**config.mk**
```make
export PLATFORM = sky130hd
export DESIGN_NAME = ft_tx_arbiter
export DESIGN_NICKNAME = d
export VERILOG_FILES = /design/src/rtl/ft_tx_arbiter.sv
export SDC_FILE = /design/constraint.sdc
export NUM_CORES = 1
export LEC_CHECK = 0
export BUFFER_PORTS_ARGS = -buffer_cell sky130_fd_sc_hd__clkbuf_2
export CAP_MARGIN = 20
export CORE_AREA = 8 8 83 85
export CTS_BUF_LIST = sky130_fd_sc_hd__clkbuf_4 sky130_fd_sc_hd__clkbuf_8 sky130_fd_sc_hd__clkbuf_16
export CTS_CLUSTER_SIZE = 20
export DETAILED_ROUTE_END_ITERATION = 12
export DIE_AREA = 0 0 91 93
export SLEW_MARGIN = 20
export SYNTH_ARGS = -nofsm -noshare
export SYNTH_HDL_FRONTEND = slang
export SYNTH_SLANG_ARGS = --single-unit
```
**constraint.sdc**
```tcl
create_clock -name clk -period 2.61 [get_ports clk]
set_clock_uncertainty 0.2 [all_clocks]
set_input_delay 0 -clock clk [delete_from_list [all_inputs] [get_ports clk]]
set_output_delay 0 -clock clk [all_outputs]
set_load 0.005 [all_outputs]
```
**src/rtl/ft_tx_arbiter.sv**
```systemverilog
// ft_tx_arbiter: round-robin arbiter that merges two 16-bit requester streams
// into one FIFO write port (ft600_write), in bursts of at most MAX_BURST words.
// Each burst can be preceded by a header word 0xA5,src.
// Ports:
//   clk, rst_n               clock, asynchronous active-low reset
//   sN_data/valid/last/ready requester N stream (N = 0,1), ready is combinational
//   fifo_din/fifo_din_valid  write word and 2-bit strobe (00 or 11), combinational
//   fifo_full/fifo_rst_busy  FIFO back-pressure; both low means space
//   grant                    one-hot owner of the current burst, 00 when idle
//   busy                     high while a burst is in progress
module ft_tx_arbiter #(
  parameter int unsigned MAX_BURST = 256,
  parameter bit          HEADER_EN = 1'b1
) (
  input  logic        clk,
  input  logic        rst_n,
  input  logic [15:0] s0_data,
  input  logic        s0_valid,
  input  logic        s0_last,
  output logic        s0_ready,
  input  logic [15:0] s1_data,
  input  logic        s1_valid,
  input  logic        s1_last,
  output logic        s1_ready,
  output logic [15:0] fifo_din,
  output logic [1:0]  fifo_din_valid,
  input  logic        fifo_full,
  input  logic        fifo_rst_busy,
  output logic [1:0]  grant,
  output logic        busy
);

  localparam int unsigned DATA_W = 16;
  localparam int unsigned CNT_W  = 16;
  localparam logic [7:0]  HDR_TAG = 8'hA5;
  localparam logic [CNT_W-1:0] MAX_CNT = CNT_W'(MAX_BURST);

  typedef enum logic [1:0] {
    ST_IDLE = 2'd0,
    ST_HDR  = 2'd1,
    ST_DATA = 2'd2
  } state_t;

  state_t             r_state;
  state_t             w_next_state;
  logic [1:0]         r_grant;
  logic               r_last_src;
  logic [CNT_W-1:0]   r_count;

  logic               w_space;
  logic               w_src;
  logic               w_any_req;
  logic               w_pick_s1;
  logic               w_g_valid;
  logic               w_g_last;
  logic [DATA_W-1:0]  w_g_data;
  logic               w_xfer;
  logic [CNT_W-1:0]   w_count_inc;
  logic               w_burst_end;

  // Owner-side views of the requester streams
  assign w_space     = ~fifo_full & ~fifo_rst_busy;
  assign w_src       = r_grant[1];
  assign w_g_valid   = w_src ? s1_valid : s0_valid;
  assign w_g_last    = w_src ? s1_last  : s0_last;
  assign w_g_data    = w_src ? s1_data  : s0_data;
  assign w_any_req   = s0_valid | s1_valid;
  // s1 wins when it is alone, or on a tie when s0 owned the previous burst
  assign w_pick_s1   = s1_valid & (~s0_valid | ~r_last_src);
  assign w_xfer      = (r_state == ST_DATA) & w_g_valid & w_space;
  assign w_count_inc = r_count + CNT_W'(1);
  assign w_burst_end = w_xfer & (w_g_last | (w_count_inc == MAX_CNT));

  // State register
  always_ff @(posedge clk or negedge rst_n) begin
    if (!rst_n) begin
      r_state <= ST_IDLE;
    end else begin
      r_state <= w_next_state;
    end
  end

  // Next-state logic
  always_comb begin
    w_next_state = r_state;
    case (r_state)
      ST_IDLE: if (w_any_req)   w_next_state = HEADER_EN ? ST_HDR : ST_DATA;
      ST_HDR:  if (w_space)     w_next_state = ST_DATA;
      ST_DATA: if (w_burst_end) w_next_state = ST_IDLE;
      default:                  w_next_state = ST_IDLE;
    endcase
  end

  // Burst owner, round-robin history and burst word counter
  always_ff @(posedge clk or negedge rst_n) begin
    if (!rst_n) begin
      r_grant    <= 2'b00;
      r_last_src <= 1'b1;
      r_count    <= '0;
    end else if (r_state == ST_IDLE) begin
      if (w_any_req) begin
        r_grant <= {w_pick_s1, ~w_pick_s1};
        r_count <= '0;
      end
    end else if (w_xfer) begin
      r_count <= w_count_inc;
      if (w_burst_end) begin
        r_grant    <= 2'b00;
        r_last_src <= w_src;
      end
    end
  end

  // Output logic: header/data words pass straight through with no latency
  always_comb begin
    s0_ready       = 1'b0;
    s1_ready       = 1'b0;
    fifo_din       = '0;
    fifo_din_valid = 2'b00;
    case (r_state)
      ST_HDR: begin
        if (w_space) begin
          fifo_din       = {HDR_TAG, 7'd0, w_src};
          fifo_din_valid = 2'b11;
        end
      end
      ST_DATA: begin
        s0_ready = w_space & ~w_src;
        s1_ready = w_space &  w_src;
        if (w_xfer) begin
          fifo_din       = w_g_data;
          fifo_din_valid = 2'b11;
        end
      end
      default: ;
    endcase
  end

  assign grant = r_grant;
  assign busy  = (r_state != ST_IDLE);

endmodule

```
== Word-level counts from Yosys, hierarchy flattened ==
Cells that the tools add are included.
W data, S select, Z words.
Word-level totals
  register bits after elaboration: 21
  input bits: 40
  output and inout bits: 23
  logic and storage cells: 57
Cells by class
  $add $sub $neg: 1
  eq/ne operators: 6
  muxes and demuxes: 21
  bitwise operators: 17
  reductions and logical operators: 8
Operators with widths (count)
  $mux W16: 6
  $pmux W16 S2: 1
  $add A16 B1 Y16 const B: 1
  $eq A16 B9 Y1 const B: 1
  $mux W2: 8
  $reduce_and A3 Y1: 3
  $and A1 B1 Y1: 7
  $not A1 Y1: 7
  $ne A2 B2 Y1 const B: 3
  $pmux W2 S3: 1
  $reduce_bool A2 Y1: 3
  $mux W1: 4
  $pmux W2 S2: 1
  $or A1 B1 Y1: 3
  $eq A2 B1 Y1 const B: 1
  $eq A2 B2 Y1 const B: 1
  $logic_not A2 Y1: 1
  $reduce_and A2 Y1: 1

== Logic depth before layout (Yosys ltp) ==
Gate-level depths: netlist of the first run.
  word-level depth: 7
  mapped depth: 9
  depth with buffers taken out: 8

== Worst setup path before layout of the first run ==
Ideal clock, no wire load.
  kind: flip-flop to flip-flop
  from: register r_count[0]
  to: register r_state[1]
  setup time: 0.125 ns
  arrival time: 2.360 ns
  data required time: 2.285 ns
  slack: -0.075 ns
  stages on the path, launching flop included: 8
  path buffers: 0
  clock period less this slack: 2.685 ns
  cell sequence: dfrtp_1 -> ha_1 -> nand3_2 -> or3_4 -> a2111oi_4 -> o211ai_2 -> o41a_1 -> mux2_4
On the way
  longest elaborated chain between the ends: 6
RTL lines
  start: declaration: RTL line 48  | logic [CNT_W-1:0] r_count;
  start signal: assignment: RTL line 106  | r_count <= w_count_inc;
  $add A16 B1 Y16: RTL line 71  | assign w_count_inc = r_count + CNT_W'(1);
  $eq A16 B9 Y1: RTL line 72  | assign w_burst_end = w_xfer & (w_g_last | (w_count_inc == MAX_CNT));
  $or A1 B1 Y1: RTL line 72
  $and A1 B1 Y1: RTL line 72
  $ne A2 B2 Y1 (no source line)
  $reduce_and A3 Y1 (no source line)
  end signal: assignment: RTL line 79  | r_state <= w_next_state;
  end: declaration: RTL line 44  | state_t r_state;
Every way passes these cells.
A chain may end at the register's enable or synchronous reset.

== Worst setup path in the final report of the first run ==
  from: register r_count[1]
  to: register r_state[1]
Same word-level chain as after synthesis.

==> impl_metrics.csv, run 1 <==
group,metric,value,unit
status,status,"completed",
clocking,clkTransAtPathRegs,0.08,ns
place,dp_hpwl,4460,microns
floorplanning,die_h,93,microns
logic_synthesis,synth_nets,274,
setup_path,r2r_slack,0.11,ns
detailed_routing,avgRoutedWirePerCell,14.9,microns
floorplanning,die_area,8460,sq um
logic_synthesis,synthCells,229,
grt,grt_pass1_wl,9560,microns
finish,fin_area,2430,sq um
setup_path,startpoint_type,"flip-flop",
power,power.total,1.26,mW
floorplanning,row_count,28,
detailed_routing,dr.pass1.iters,4,
sta,final-max-slew-violation-count,0,
detailed_routing,ant_nets,0,
power,power_leakage,1.16,nW
floorplanning,ioPinCount,63,
grt,grt-ovfl-total,0,
setup_path,critical_path_class,"reg2reg",
sta,slew-limit-headroom,63.9,%
floorplanning,initial_core_util,31.5,%
logic_synthesis,synth.area.top_cells,"dfrtp_1, mux2i_1, o21ai_0, nand2_1, nor2_1",
logic_synthesis,synth-seq-area-share,29.5,%
clocking,cts_tree,"built",
logic_synthesis,async_flop_share,100,%
detailed_routing,wl,5700,microns
setup_path,timing.rr.start,"r_count[1]",
logic_synthesis,syn_area,1790,sq um
grt,grt_usage,13.5,%
finish,fin_nets,354,
detailed_routing,avgViaCountPerCell,5.18,
setup_path,arrival,2.46,ns
place,place_inst,373,
setup_path,crit_slowest_cell,"o41a_1",
setup_path,crit_required,2.57,ns
finish,antenna_cells,0,
floorplanning,dieWidth,91,microns
setup_path,critPathBufInv,0,
sta,final_hold_viol_count,0,
hold_path,hp-class,"in2reg",
logic_synthesis,synth-main-ff-cell,"dfrtp_1",
clocking,cts_root_buffer,"clkbuf_8",
detailed_routing,dr_total_vias,1984,
clocking,cts.htree.levels,1,
logic_synthesis,synth_common_cells,"nand2_1, o21ai_0, nor2_1",
place,port_buffers,62,
finish,fillCellCount,595,
power,max-vdd-ir-drop,0.334,mV
detailed_routing,drt_iter0_drc,97,
finish,drive_gt1_share,33.1,%
detailed_routing,drc,0,
setup_path,critPathMaxStageDelay,0.43,ns
hold_path,hp-start,"fifo_rst_busy",
floorplanning,core,5680,sq um
logic_synthesis,avgSynthCellArea,7.81,sq um
place,place.gp.congestion,0.867,
sta,min_period,2.50,ns
sta,setup_viol,0,
setup_path,worstSetupStartpoint,"r_count[1]",
power,powerDensity,518,nW/um^2
clocking,cts_setup_buffers,0,
logic_synthesis,synth_cell_types,46,
sta,max_freq,0.399,GHz
logic_synthesis,yosysTopAreaCell,"dfrtp_1",
flow_run,cap_violations,0,
logic_synthesis,ys_ff_latch,21,
logic_synthesis,synth-edff-count,0,
clocking,cts.sinks,21,
sta,max_slew.worst_pin.slew,0.542,ns
setup_path,critPathTopFamily,"compound AO/OA/AOI/OAI gates",
finish,stdcell_count,383,
grt,grt_max_degree,27,
logic_synthesis,synth.top_cell.area_share,28.0,%
setup_path,crit_fanout,6,
sta,fin_crit_sh,95.9,%
grt,antenna_found_initial,0,
finish,final_util,42.9,%
clocking,clk_latency,0.26,ns
sta,finalSetupTns,0,ns
setup_path,worstPathCellList,"ha_4 > nand3_2 > or3_4 > a2111oi_4 > o211ai_2 > o41a_1 > mux2_4",
grt,grt_pass1_vias,2061,
clocking,clockBufferDepth,2,
setup_path,endpoint_kind,"flip-flop",
logic_synthesis,synth_warnings,0,
sta,grt_setup_unrepaired,"no",
place,placed_area,2300,sq um
clocking,numCtsBuffers,3,
finish,area_delta_synth_final,36.0,%
-- cell families after synthesis --
group                      Yosys count  share of synthesized area, %
AOI/OAI and AO/OA                   59                          22.0
xor gates and xnor gates             3                          1.47
adders and majority gates            5                          3.50
buffers and inverters               22                          4.97
DFF                                 21                          29.5
muxes                               20                          11.5
and+or+nand+nor                     99                          27.0
-- worst reg2reg max path, cell delays in order, from the launching register on --
cell and delay [ns]:
dfrtp_2 0.40, ha_4 0.17, nand3_2 0.07, or3_4 0.35, a2111oi_4 0.35, o211ai_2 0.13
o41a_1 0.43, mux2_4 0.31
-- placed cells by master (no fill, tap or decap), drive strengths merged, types with 4 or more instances in the layout --
cell type | Yosys | final
nand3 | 10 | 10
clkbuf | 8 | 66
buf | 5 | 20
nor3 | 8 | 8
o21a | 4 | 4
o21ai | 29 | 29
inv | 9 | 9
nand2 | 29 | 29
dfrtp | 20 | 20
mux2i | 18 | 18
a21oi | 4 | 4
ha | 5 | 5
o31ai | 7 | 7
dlygate4sd3 | 0 | 6
and3 | 4 | 4
nand4 | 7 | 7
nor2 | 25 | 25
-- power breakdown --
part           total (mW)  leakage [nW]  switching, mW  internal (mW)
Clock               0.231        0.0262          0.112          0.119
Combinational       0.639         0.852          0.348          0.291
Sequential          0.390         0.278         0.0288          0.361
Total                1.26          1.16          0.488          0.772
-- flip-flops by register name, summed over array words and instances, names as in the netlist --
register / count
r_count: 16
grant: 2
r_last_src: 1
r_state: 2
-- through the flow --
| step | setup slack (ns) | hold slack (ns) |
|---|---|---|
| floorplan | 0.0447 | -0.496 |
| global placement | 0.161 | -0.189 |
| detailed placement | 0.102 | -0.190 |
| CTS | 0.0185 | 0.00525 |
| global route | 0.0152 | 0.0782 |
| finish | 0.106 | 0.0252 |
-- per-layer routing --
metal / GRT usage (%) / share of wire (%)
met2: 22.7 / 46
met3: 5.21 / 8.7
met5: 0 / 0
met1: 16.4 / 45
met4: 2.05 / 0.58
-- worst paths after layout --
kind / end / depth (start not counted)
max in group asynchronous: r_count[0] / 2
min in group asynchronous: r_count[4] / 2
worst min-delay path: grant[1] / 4
worst max-delay path: r_state[1] / 7
worst min register to register: r_last_src / 2
worst max register to register: r_state[1] / 7
-- layout make-up --
| cell class | count | area [sq um] | area share [%] |
|---|---|---|---|
| multi-input combinational | 186 | 1210 | 49.6 |
| sequential | 21 | 529 | 21.8 |
| timing repair buffer | 88 | 520 | 21.4 |
| tap | 75 | 93.8 | 3.86 |
| clock buffer | 4 | 48.8 | 2.01 |
| inverter | 9 | 33.8 | 1.39 |
-- timing repair --
action,in CTS,in global routing
gates resized for setup,0,7
endpoints found under the setup margin,0,12
hold buffers,6,0
hold endpoints to repair,24,0
Note: power is estimated with default switching activity, not from simulation.
==> inputs of run 2 (changes only) <==
--- a/config.mk
+++ b/config.mk
@@ -12,7 +12,7 @@
 export CTS_CLUSTER_SIZE = 20
 export DETAILED_ROUTE_END_ITERATION = 12
 export DIE_AREA = 0 0 91 93
-export SLEW_MARGIN = 20
+export PLACE_DENSITY_LB_ADDON = 0.05
 export SYNTH_ARGS = -nofsm -noshare
 export SYNTH_HDL_FRONTEND = slang
 export SYNTH_SLANG_ARGS = --single-unit
==> run 2 against run 1 <==
- first-iteration DRC count shrank 6.2%
- via count decreased by 0.81%
- global-route usage fell by 0.082 points
- core utilization is 0.15 points higher
- hold slack gained 0.025 ns
- critical path type unchanged
- largest cell class unchanged
==> impl_metrics.csv, run 2 (same netlist as run 1, synthesis figures left out) <==
group,metric,value,unit
sta,slew-limit-headroom,63.0,%
finish,fillCellCount,615,
sta,fin_crit_sh,96.1,%
finish,largest_reg_flops,16,
setup_path,r2r_slack,0.10,ns
detailed_routing,drc,0,
detailed_routing,avgViaCountPerCell,5.10,
floorplanning,die_h,93,microns
place,place_worst_setup_slack,0.107,ns
setup_path,timing.rr.start,"r_count[0]",
detailed_routing,avgRoutedWirePerCell,14.6,microns
setup_path,critPathCapture,"r_state[1]",
clocking,numCtsBuffers,3,
finish,area_delta_synth_final,36.5,%
grt,grt_max_degree,27,
detailed_routing,dr.pass1.iters,5,
grt,grt_pass1_vias,1952,
clocking,clockBufferDepth,2,
finish,drive_gt1_share,33.1,%
finish,top_register,"r_count",
detailed_routing,drt_iter0_drc,91,
power,power.total,1.26,mW
sta,finalSetupTns,0,ns
sta,min_period,2.51,ns
place,place.gp.congestion,0.775,
finish,antenna_cells,0,
finish,fin_area,2440,sq um
hold_path,hp-class,"in2async",
floorplanning,ioPinCount,63,
floorplanning,core,5680,sq um
clocking,clk_latency,0.26,ns
finish,final_common_cell,"clkbuf_2",
status,status,"completed",
setup_path,worstSetupStartpoint,"r_count[0]",
setup_path,startpoint_type,"flip-flop",
setup_path,rr_worst_depth,7,
finish,seqCellArea,529,sq um
setup_path,worstPathCellList,"ha_4 > nand3_2 > or3_4 > a2111oi_4 > o211ai_2 > o41a_1 > mux2_4",
sta,final-max-slew-violation-count,0,
setup_path,crit_fanout,6,
setup_path,endpoint_kind,"flip-flop",
place,place_inst,377,
flow_run,cap_violations,0,
setup_path,crit_required,2.56,ns
sta,final.setup.worst_slack,0.103,ns
floorplanning,row_count,28,
detailed_routing,dr_total_vias,1968,
sta,setup_viol,0,
finish,multi_input_area,1190,sq um
floorplanning,initial_core_util,31.5,%
floorplanning,die_area,8460,sq um
clocking,clkTransAtPathRegs,0.08,ns
setup_path,crit_slowest_cell,"o41a_1",
floorplanning,dieWidth,91,microns
clocking,cts.htree.levels,1,
power,power_leakage,1.17,nW
clocking,cts_tree,"built",
grt,grt-ovfl-total,0,
finish,most-common-layout-cells,"clkbuf_2, o21ai_0, nand2_1",
detailed_routing,wl,5650,microns
setup_path,critPathBufInv,0,
setup_path,critPathMaxStageDelay,0.42,ns
sta,max_freq,0.399,GHz
setup_path,reg2reg_to,"r_state[1]",
setup_path,arrival,2.46,ns
clocking,cts.sinks,21,
sta,grt_setup_unrepaired,"no",
finish,stdcell_count,386,
setup_path,critical_path_class,"reg2reg",
place,port_buffers,62,
grt,grt_pass1_wl,9440,microns
place,placed_area,2330,sq um
power,max-vdd-ir-drop,0.342,mV
sta,max_slew.worst_pin.slew,0.555,ns
finish,fin_nets,357,
power,powerDensity,517,nW/um^2
setup_path,critPathTopFamily,"compound AO/OA/AOI/OAI gates",
detailed_routing,ant_nets,0,
clocking,cts_root_buffer,"clkbuf_8",
setup_path,worst-path-stages,7,
clocking,cts_setup_buffers,0,
place,dp_hpwl,4530,microns
sta,final_hold_viol_count,0,
grt,grt_usage,13.5,%
grt,antenna_found_initial,0,
run 2: changes by cell type in the layout (fill, tap and decap cells not counted), sizes merged:
cell | before | now
buf | 20 | 24
dlygate4sd3 | 6 | 5
run 2: area by class of cell:
cell class	instances	area share (%)
multi-input cells	186	48.9
repair buffers	91	22.1
flip-flops and latches	21	21.7
well taps	75	3.84
clock buffers	4	2.00
inverters	9	1.38
run 2: stage by stage:
step | util [%] | hold slack, ns
4_1_cts | 42.8 | 0.0707
3_5_place_dp | 41.1 | -0.175
5_1_grt | 43.0 | 0.108
2_1_floorplan | - | -0.496
3_3_place_gp | 41.1 | -0.182
6_report | 43.0 | 0.0504
run 2: timing repair:
action	4_1_cts	5_1_grt
hold endpoints to repair	24	0
hold buffers	5	0
setup endpoints to repair	0	2
resized for setup	0	2
run 2: worst min-delay path by stage:
| stage | slack (ns) | end | from |
|---|---|---|---|
| floorplan | -0.50 | grant[0] | rst_n |
| global placement | -0.18 | r_count[6] | rst_n |
| detailed placement | -0.18 | r_count[6] | rst_n |
| CTS | 0.07 | r_count[6] | rst_n |
| global route | 0.11 | r_count[6] | rst_n |
| finish | 0.05 | r_count[6] | rst_n |
run 2: power breakdown:
group	internal [mW]	total [mW]	switching [mW]
combinational	0.288	0.645	0.357
sequential	0.361	0.387	0.0263
clock	0.119	0.230	0.110
run 2: per-layer routing:
layer	vias to the layer above	wire (microns)	part of all wire, %	track usage (%)
met3	6	183	3.2	2.24
met4	0	76	1.3	4.77
li1	1000	-	-	-
met5	-	0	0	0
met1	914	2540	45	16.3
met2	48	2840	50	23.6
